==> src/rtl/out_port_pkg.sv <==
// Shared constants and width helpers for the output port unit and its channels.
package out_port_pkg;

  localparam logic MODE_LATCH  = 1'b0;
  localparam logic MODE_STREAM = 1'b1;

  // Channel select is at least one bit wide even for a single channel.
  function automatic int sel_w(input int n);
    return (n > 1) ? $clog2(n) : 1;
  endfunction

  function automatic int cnt_w(input int depth);
    return $clog2(depth + 1);
  endfunction

endpackage

==> src/rtl/out_port_if.sv <==
// Write-side bus and board-side output pins of the output port unit.
interface out_port_if import out_port_pkg::*; #(
  parameter int DATA_W = 32,
  parameter int NUM_CH = 4
);
  localparam int CH_W = sel_w(NUM_CH);

  logic [DATA_W-1:0]        bus_in;
  logic                     out_wr;
  logic [CH_W-1:0]          ch_sel;
  logic                     wr_stall;
  logic [NUM_CH*DATA_W-1:0] port_data;
  logic [NUM_CH-1:0]        port_valid;
  logic [NUM_CH-1:0]        port_ready;

  modport master (
    output bus_in, out_wr, ch_sel, port_ready,
    input  wr_stall, port_data, port_valid
  );

  modport slave (
    input  bus_in, out_wr, ch_sel, port_ready,
    output wr_stall, port_data, port_valid
  );

endinterface

==> src/rtl/out_port_chan.sv <==
// One output channel: legacy latch register or a small FIFO drained over valid/ready.
module out_port_chan import out_port_pkg::*; #(
  parameter int DATA_W = 32,
  parameter int DEPTH  = 4
) (
  input  logic              clk,
  input  logic              clr,
  input  logic              mode,
  input  logic              push,
  input  logic [DATA_W-1:0] push_data,
  input  logic              ready,
  input  logic              ovf_clr,
  output logic [DATA_W-1:0] data,
  output logic              valid,
  output logic              full,
  output logic              ovf
);
  localparam int PTR_W = $clog2(DEPTH);
  localparam int CNT_W = cnt_w(DEPTH);
  localparam logic [CNT_W-1:0] CNT_MAX = CNT_W'(DEPTH);

  logic              mode_sh;
  logic [CNT_W-1:0]  cnt;
  logic [PTR_W-1:0]  rd_ptr;
  logic [PTR_W-1:0]  wr_ptr;
  logic [DATA_W-1:0] mem [DEPTH];
  logic [DATA_W-1:0] hold;
  logic              lvalid;

  logic mode_chg, stream, at_max, pop, push_ok, drop;

  always_comb begin
    mode_chg = (mode != mode_sh);
    stream   = (mode_sh == MODE_STREAM);
    at_max   = (cnt == CNT_MAX);
    pop      = stream && (cnt != '0) && ready;
    // A full FIFO still accepts a word when the head leaves on the same edge.
    push_ok  = push && !mode_chg && (!at_max || pop);
    drop     = push && !mode_chg && stream && at_max && !pop;
    full     = stream && at_max && !pop;
    valid    = stream ? (cnt != '0) : lvalid;
    data     = stream ? ((cnt != '0) ? mem[rd_ptr] : '0) : hold;
  end

  always_ff @(posedge clk or posedge clr) begin
    if (clr) begin
      mode_sh <= MODE_LATCH;
      cnt     <= '0;
      rd_ptr  <= '0;
      wr_ptr  <= '0;
      hold    <= '0;
      lvalid  <= 1'b0;
      ovf     <= 1'b0;
      for (int i = 0; i < DEPTH; i++) mem[i] <= '0;
    end else begin
      mode_sh <= mode;
      if (mode_chg) begin
        // Switching modes flushes the channel and swallows any write this cycle.
        cnt    <= '0;
        rd_ptr <= '0;
        wr_ptr <= '0;
        hold   <= '0;
        lvalid <= 1'b0;
      end else if (!stream) begin
        if (push) begin
          hold   <= push_data;
          lvalid <= 1'b1;
        end
      end else begin
        if (push_ok) begin
          mem[wr_ptr] <= push_data;
          wr_ptr      <= wr_ptr + PTR_W'(1);
        end
        if (pop) rd_ptr <= rd_ptr + PTR_W'(1);
        if (push_ok && !pop)      cnt <= cnt + CNT_W'(1);
        else if (pop && !push_ok) cnt <= cnt - CNT_W'(1);
      end
      if (drop)         ovf <= 1'b1;
      else if (ovf_clr) ovf <= 1'b0;
    end
  end

endmodule

==> src/rtl/out_port_unit.sv <==
// Multi-channel output port: decodes the out-instruction write onto NUM_CH channels.
module out_port_unit import out_port_pkg::*; #(
  parameter int DATA_W = 32,
  parameter int NUM_CH = 4,
  parameter int DEPTH  = 4
) (
  input  logic              clk,
  input  logic              clr,
  out_port_if.slave         bus,
  input  logic [NUM_CH-1:0] mode,
  input  logic [NUM_CH-1:0] ovf_clr,
  output logic [NUM_CH-1:0] overflow
);
  localparam int CH_W = sel_w(NUM_CH);

  logic [NUM_CH-1:0] push;
  logic [NUM_CH-1:0] full;
  logic [NUM_CH-1:0] valid;
  logic [DATA_W-1:0] ch_data [NUM_CH];

  // Out-of-range selects match no channel, so the write simply vanishes.
  for (genvar g = 0; g < NUM_CH; g++) begin : g_ch
    assign push[g] = bus.out_wr && (bus.ch_sel == CH_W'(g));

    out_port_chan #(.DATA_W(DATA_W), .DEPTH(DEPTH)) u_chan (
      .clk       (clk),
      .clr       (clr),
      .mode      (mode[g]),
      .push      (push[g]),
      .push_data (bus.bus_in),
      .ready     (bus.port_ready[g]),
      .ovf_clr   (ovf_clr[g]),
      .data      (ch_data[g]),
      .valid     (valid[g]),
      .full      (full[g]),
      .ovf       (overflow[g])
    );
  end

  assign bus.wr_stall   = |(push & full);
  assign bus.port_valid = valid;

  always_comb begin
    bus.port_data = '0;
    for (int i = 0; i < NUM_CH; i++) bus.port_data[i*DATA_W +: DATA_W] = ch_data[i];
  end

endmodule

==> src/flat_wrapper.sv <==
// flat-port wrapper written by rule: the top's interface ports become plain ports
module out_port_unit_flat import out_port_pkg::*;
#(
  parameter int DATA_W = 32,
  parameter int NUM_CH = 4,
  parameter int DEPTH  = 4
)
  (clk, clr, mode, ovf_clr, overflow, bus_bus_in, bus_out_wr, bus_ch_sel, bus_port_ready, bus_wr_stall, bus_port_data, bus_port_valid);
  out_port_if #(.DATA_W(DATA_W), .NUM_CH(NUM_CH)) bus_i ();
  input  logic clk;
  input  logic clr;
  input  logic [NUM_CH-1:0] mode;
  input  logic [NUM_CH-1:0] ovf_clr;
  output logic [NUM_CH-1:0] overflow;
  input wire logic [$bits(bus_i.bus_in)-1:0] bus_bus_in;
  input wire logic [$bits(bus_i.out_wr)-1:0] bus_out_wr;
  input wire logic [$bits(bus_i.ch_sel)-1:0] bus_ch_sel;
  input wire logic [$bits(bus_i.port_ready)-1:0] bus_port_ready;
  output wire logic [$bits(bus_i.wr_stall)-1:0] bus_wr_stall;
  output wire logic [$bits(bus_i.port_data)-1:0] bus_port_data;
  output wire logic [$bits(bus_i.port_valid)-1:0] bus_port_valid;
  assign bus_i.bus_in = bus_bus_in;
  assign bus_i.out_wr = bus_out_wr;
  assign bus_i.ch_sel = bus_ch_sel;
  assign bus_i.port_ready = bus_port_ready;
  assign bus_wr_stall = bus_i.wr_stall;
  assign bus_port_data = bus_i.port_data;
  assign bus_port_valid = bus_i.port_valid;
  out_port_unit #(.DATA_W(DATA_W), .NUM_CH(NUM_CH), .DEPTH(DEPTH)) u_core (.clk(clk), .clr(clr), .bus(bus_i), .mode(mode), .ovf_clr(ovf_clr), .overflow(overflow));
endmodule
==> config.mk <==
export PLATFORM = sky130hd
export DESIGN_NAME = out_port_unit_flat
export DESIGN_NICKNAME = d
export VERILOG_FILES = /design/src/rtl/out_port_pkg.sv /design/src/rtl/out_port_if.sv /design/src/rtl/out_port_chan.sv /design/src/rtl/out_port_unit.sv /design/src/flat_wrapper.sv
export SDC_FILE = /design/constraint.sdc
export NUM_CORES = 2
export LEC_CHECK = 0
export ABC_AREA = 1
export CAP_MARGIN = 10
export CORE_AREA = 5 5 257 259
export CTS_CLUSTER_SIZE = 8
export DETAILED_ROUTE_END_ITERATION = 8
export DIE_AREA = 0 0 262 264
export GPL_TIMING_DRIVEN = 0
export PLACE_DENSITY_LB_ADDON = 0.1
export REMOVE_ABC_BUFFERS = 1
export SYNTH_ARGS = -nofsm -noshare
export SYNTH_HDL_FRONTEND = slang
export SYNTH_SLANG_ARGS = --single-unit
==> constraint.sdc <==
create_clock -name clk -period 27.8 [get_ports clk]
set_input_delay 2.78 -clock clk [delete_from_list [all_inputs] [get_ports clk]]
set_output_delay 2.78 -clock clk [all_outputs]
set_load 0.005 [all_outputs]
# Word level (Yosys, flattened, before mapping)
# Cells that the tools add are included.
# op_classes
mux	108
order_cmp	12
n_addsub	16
bitwise	13
n_reduce_logical	122
n_eq_ne	15
# op_table
op	n
2-to-1 mux 32 bit	32
bitwise mux 128 bit	4
binary-select mux 32 bit (select 2 bit)	4
demux 32 bit (select 2 bit)	4
logical AND 1 bit	52
2-to-1 mux 2 bit	24
2-to-1 mux 3 bit	16
nonzero test 2 bit	20
AND reduction 2 bit	16
greater-or-equal comparator 3 bit (second input constant)	8
2-to-1 mux 1 bit	24
NOT 2 -> 3 bit	8
nonzero test 3 bit	8
adder 2 x 1 -> 2 bit (second input constant)	8
zero test 1 bit	16
adder 3 x 1 -> 3 bit (second input constant)	4
equality test 3 bit (second input constant)	4
less-than comparator 3 x 1 -> 1 bit (second input constant)	4
AND reduction 3 bit	4
subtractor 3 x 1 -> 3 bit (second input constant)	4
!= test 2 x 1 -> 1 bit (second input constant)	4
bitwise AND 4 bit	1
equality test 2 bit (second input constant)	2
logical OR 1 bit	4
5 further kinds	11
# word_totals
reg_bits	680
wordCells	330
in_bits	49
out_inout_bits	137

# Depth between registers and ports, before layout
# depth
depth_word	11
mapped_depth	12
ltp_nobuf	12

# Modules after synthesis
# A second synthesis with hierarchy kept.
# unflattened
cells_unflattened	3548
area_unflattened_um2	31378.8
# by_module_without_submodules
module	area_per_inst_um2	cells_per_inst	n_inst	seq_area_each_um2
out_port_chan	7823.8	882	4	4254.1
out_port_unit	83.8	20	1	0.0

# Worst setup path after synthesis
# No wires, ideal clock.
# synth_timing
kind	input to output
from	in bus_port_ready[3]
to	out bus_wr_stall
path_slack_ns	21.644
stages	5
required_ns	25.020
path_buffers	0
arrival_ns	3.376
cell_sequence	inv_1 > nand4_1 > or2_2 > o21ai_0 > or2_2
# synth_via
elab_chain_cells	5
# synth_rtl
item	line_no	text
start: declaration	flat_wrapper.sv:18	input wire logic [$bits(bus_i.port_ready)-1:0] bus_port_ready;
logical AND 1 bit	out_port_chan.sv:36	pop = stream && (cnt != '0) && ready;
zero test 1 bit	out_port_chan.sv:40	full = stream && at_max && !pop;
logical AND 1 bit	out_port_chan.sv:40	
bitwise AND 4 bit	out_port_unit.sv:40	assign bus.wr_stall = |(push & full);
OR reduction 4 bit	out_port_unit.sv:40	
end: declaration	flat_wrapper.sv:19	output wire logic [$bits(bus_i.wr_stall)-1:0] bus_wr_stall;
# No other way between the ends.

# Worst setup path after layout
# layout_timing
from	in bus_out_wr
to	out bus_wr_stall
# layout_via
elab_chain_cells	3
elab_cells_between_ends	6
cone_classes	1 x bitwise; 5 x reduce/logical
# layout_rtl
item	line_no	text
start: declaration	flat_wrapper.sv:16	input wire logic [$bits(bus_i.out_wr)-1:0] bus_out_wr;
logical AND 1 bit	out_port_unit.sv:23	assign push[g] = bus.out_wr && (bus.ch_sel == CH_W'(g));
bitwise AND 4 bit (*)	out_port_unit.sv:40	
OR reduction 4 bit (*)	out_port_unit.sv:40	
# Every way passes the cells marked *; elsewhere a longest branch is shown, timed or not.

==> qor.txt <==
STATUS
------------------------------------------------------------------------------------------
Status ...................................................................... finished clean

GLOBAL ROUTE
------------------------------------------------------------------------------------------
All-Layer GR Usage ..........................................................        28.9%
First-pass GRT wire length .................................................. 155000 microns
Antenna violations before repair ............................................            6
Largest net degree at the start of global routing ...........................          132
Overall overflow remaining after global route ...............................            0
Vias in the first global route ..............................................        26700

FLOORPLAN
------------------------------------------------------------------------------------------
DIE AREA ....................................................................  69200 sq um
Overall die width ...........................................................  262 microns
Floorplan Core Area .........................................................  63600 sq um
Effective utilization at floorplan ..........................................        49.4%
I/O pin count ...............................................................          186
Std-Cell Rows ...............................................................           93
Overall die height ..........................................................  264 microns

YOSYS
------------------------------------------------------------------------------------------
Count of distinct cell types in the synthesized netlist .....................           32
Synth async-reset ratio .....................................................         100%
Combined area of all synthesized cells ......................................  31500 sq um
Number of cells produced by synthesis .......................................         3755
Yosys warnings ..............................................................            0
Avg Synthesized Cell Area ...................................................   8.38 sq um
Number of enable-type register cells in the synthesized netlist .............            0
Sequential element share of the synthesized area ............................        54.1%
Dominant combinational cell family by area after synthesis .................. compound AO/OA/AOI/OAI gates
Share of synthesized cell area in full adder, half adder and majority cells .        1.21%
Multiplexer share of the synthesized area ...................................           0%
Synthesized flop and latch total ............................................          680
Fraction of synthesized cell area in xor and xnor cells .....................       0.111%
Commonest register cell after synthesis .....................................      dfrtp_1
Area fraction in and, or, nand and nor cells after synthesis ................        15.7%
Synth Area in Compound Gates ................................................        20.8%

DRT
------------------------------------------------------------------------------------------
Number of nets with antenna violations after detailed routing ...............            0
DRC violation count after routing ...........................................            0
Post-DR wirelength/cell ..................................................... 21.9 microns
Via density .................................................................         5.86
Vias ........................................................................        27000
Number of iterations in the first detailed-routing pass .....................            8
Iteration-0 DRC Markers .....................................................         2941
Final routed wirelength across all metal layers ............................. 101000 microns

PLACE
------------------------------------------------------------------------------------------
Count of buffers inserted at the top-level ports ............................          185
Placed Cells incl. Taps .....................................................         4490
Final RePlAce weighted congestion ...........................................        0.804
Detailed Place HPWL ......................................................... 57800 microns

WORST SETUP PATH
------------------------------------------------------------------------------------------
Reg2Reg Setup Slack .........................................................     23.52 ns
CP endpoint kind ............................................................ primary output
Worst Path Class, Setup ..................................................... primary input to primary output
Endpoint of the most critical register-to-register path ..................... u_core.g_ch[2].u_chan.mem[15]
Critical path arrival .......................................................      5.05 ns
Startpoint of the lowest-slack register-to-register path .................... u_core.g_ch[2].u_chan.mode_sh
CP required .................................................................     25.02 ns
Worst-case reg-to-reg path depth ............................................            7
Crit path launch type ....................................................... primary input
Largest fanout on the critical path .........................................            4

PWR
------------------------------------------------------------------------------------------
Sw Share ....................................................................        33.7%
Worst vdd rail ir drop ......................................................  0.0000590 V
P_leak ......................................................................      17.0 nW
Power spent charging and discharging nets ...................................      1.04 mW
Sequential power share ......................................................        38.8%
Portion of total power attributed to combinational logic ....................        28.5%
Power, Total ................................................................      3.10 mW
Clk network pwr share .......................................................        32.7%
Int Power ...................................................................      2.05 mW
Cell Pwr Density ............................................................ 85.3 nW/um^2

FLOW RUN
------------------------------------------------------------------------------------------
Max-Cap Viols ...............................................................            0

STA
------------------------------------------------------------------------------------------
Fin crit period .............................................................      7.83 ns
Rel. slew slack .............................................................        12.4%
Number of max-slew violations in the final report ...........................            0
Hold violation count in the final report ....................................            0
Portion of the clock cycle consumed by the worst path in the final layout ...        28.2%
Final setup fails ...........................................................            0
Pin slew with the least headroom to its limit ...............................      1.31 ns
Clk_skew ....................................................................    0.0220 ns
Highest attainable clock frequency ..........................................      128 MHz
Setup repair after global routing missed its margin .........................           no

CLOCK TREE
------------------------------------------------------------------------------------------
TritonCTS buffer count ......................................................           94
Root buffer cell ............................................................    clkbuf_16
Sinks on the clock net ......................................................          680
Post-CTS resize count .......................................................            0
Clk Latency, worst-skew pair ................................................      0.63 ns
Count of buffers added by post-CTS timing repair for setup ..................            0
Count of hold-fix buffers inserted at cts ...................................            0
CTS tree ....................................................................          yes
Bufs on Longest Clock Path ..................................................            3
Clock-pin slew on the worst setup and hold paths ............................      0.05 ns
Max H-tree Level ............................................................            3

WORST HOLD PATH
------------------------------------------------------------------------------------------
Path type of the worst min-delay path ....................................... flip-flop to flip-flop
Worst Hold Endpoint ......................................................... u_core.g_ch[1].u_chan.mem[34]
Startpoint of the tightest hold check path .................................. u_core.g_ch[1].u_chan.mem[34]
Depth of the worst hold-timing path .........................................            2

LAYOUT
------------------------------------------------------------------------------------------
Synth-to-layout area growth .................................................        15.5%
Count of nets after finishing ...............................................         3814
Layout Cells excl Fill ......................................................         4612
Ratio of cells with drive above 1 in the final layout .......................        5.97%
Number of fill cells ........................................................         5638

==> sequential cells by signal (all words and copies together), names as in the netlist <==
signal / flops
u_core.g_ch.u_chan.lvalid: 4
u_core.g_ch.u_chan.ovf: 4
u_core.g_ch.u_chan.mem: 512
u_core.g_ch.u_chan.hold: 128
u_core.g_ch.u_chan.rd_ptr: 8
u_core.g_ch.u_chan.mode_sh: 4
u_core.g_ch.u_chan.wr_ptr: 8
u_core.g_ch.u_chan.cnt: 12
==> metal layers <==
| layer | global-route usage, % | vias to the layer above | share of wire [%] |
|---|---|---|---|
| li1 | - | 12400 | - |
| met1 | 40.8 | 13200 | 42 |
| met2 | 43.3 | 1243 | 45 |
| met3 | 6.38 | 183 | 9.2 |
| met4 | 12.9 | 0 | 4.1 |
| met5 | 0 | - | 0 |
==> power groups by stage <==
stage	sequential [mW]	clock, mW	combinational (mW)
2_1_floorplan	1.19	0	0.466
3_3_place_gp	1.24	0	0.797
3_5_place_dp	1.21	0	0.862
4_1_cts	1.20	1.03	0.867
5_1_grt	1.21	1.07	0.969
6_report	1.20	1.01	0.882
==> critical path, cell delays in order <==
cell and delay [ns]:
clkdlybuf4s50_1 0.56, nand3_2 0.31, or2_2 0.39, o21ai_0 0.12
buf_4 0.25, or2_2 0.13, clkdlybuf4s50_1 0.49
==> worst max path at each step <==
| stage | startpoint | to | slack, ns |
|---|---|---|---|
| final | bus_out_wr | bus_wr_stall | 19.97 |
| after global routing | bus_out_wr | bus_wr_stall | 19.88 |
| after CTS | bus_out_wr | bus_wr_stall | 19.55 |
| after detailed placement | bus_out_wr | bus_wr_stall | 19.56 |
| after global placement | clr | u_core.g_ch[3].u_chan.lvalid | -1.47 |
| after floorplan | clr | u_core.g_ch[0].u_chan.cnt[0] | 5.96 |
==> cell usage after synthesis (2+ instances only) <==
cell | count | share of area [%]
nor2_1 | 205 | 2.4
o22ai_1 | 261 | 5.2
nand2_4 | 8 | 0.29
buf_2 | 43 | 0.68
buf_6 | 20 | 0.72
nor2_4 | 5 | 0.18
nand3_1 | 117 | 1.9
nor2_2 | 4 | 0.080
nor2_8 | 2 | 0.13
nand2_2 | 2 | 0.040
a31o_2 | 30 | 0.84
o21ai_1 | 99 | 1.6
buf_4 | 15 | 0.36
inv_2 | 3 | 0.036
or2_2 | 2 | 0.040
xnor2_1 | 4 | 0.11
nand2_1 | 861 | 10
dfrtp_1 | 680 | 54
nand4_1 | 8 | 0.16
a21oi_1 | 46 | 0.73
clkbuf_1 | 247 | 2.9
inv_1 | 274 | 3.3
o21ai_0 | 770 | 12
ha_1 | 24 | 0.95
nand3_2 | 4 | 0.13
a21oi_2 | 2 | 0.056
buf_1 | 9 | 0.11
fa_1 | 4 | 0.25
o211ai_1 | 3 | 0.072
==> metrics by stage <==
step	hold slack, ns	TNS (ns)	area [sq um]	setup slack [ns]	utilization, %
2_1_floorplan	0.448	0	29900	5.96	-
3_3_place_gp	0.461	-939.59	32900	-1.47	51.6
3_5_place_dp	0.467	0	33700	19.56	52.9
4_1_cts	0.480	0	36200	19.55	56.8
5_1_grt	0.488	0	36300	19.88	57.0
6_report	0.475	0	36300	19.97	57.1
==> cell usage in the layout (no fill, tap or decap), drive strengths merged, types with 48 or more instances in the layout <==
cell type        n
o22ai          261
a21oi           48
nand3          122
clkbuf         104
inv            280
nor2           216
clkdlybuf4s50  185
dfrtp          680
nand2          871
o21ai          869
==> area by class of cell <==
class | instances | area, sq um | area share, %
Antenna cell | 8 | 20.0 | 0.0551
Tap cell | 855 | 1070 | 2.95
Clock inverter | 4 | 42.5 | 0.117
Inverter | 277 | 1050 | 2.89
Clock buffer | 104 | 2430 | 6.70
Sequential cell | 680 | 17000 | 46.9
Timing Repair Buffer | 220 | 2690 | 7.41
Multi-Input combinational cell | 2464 | 12000 | 33.0
==> cell families after synthesis <==
group	Yosys count
buf+inv	611
fa+ha+maj	28
compound gates	1213
xor+xnor	4
simple gates	1219
flops	680
Power figures use the tool's default switching activity.
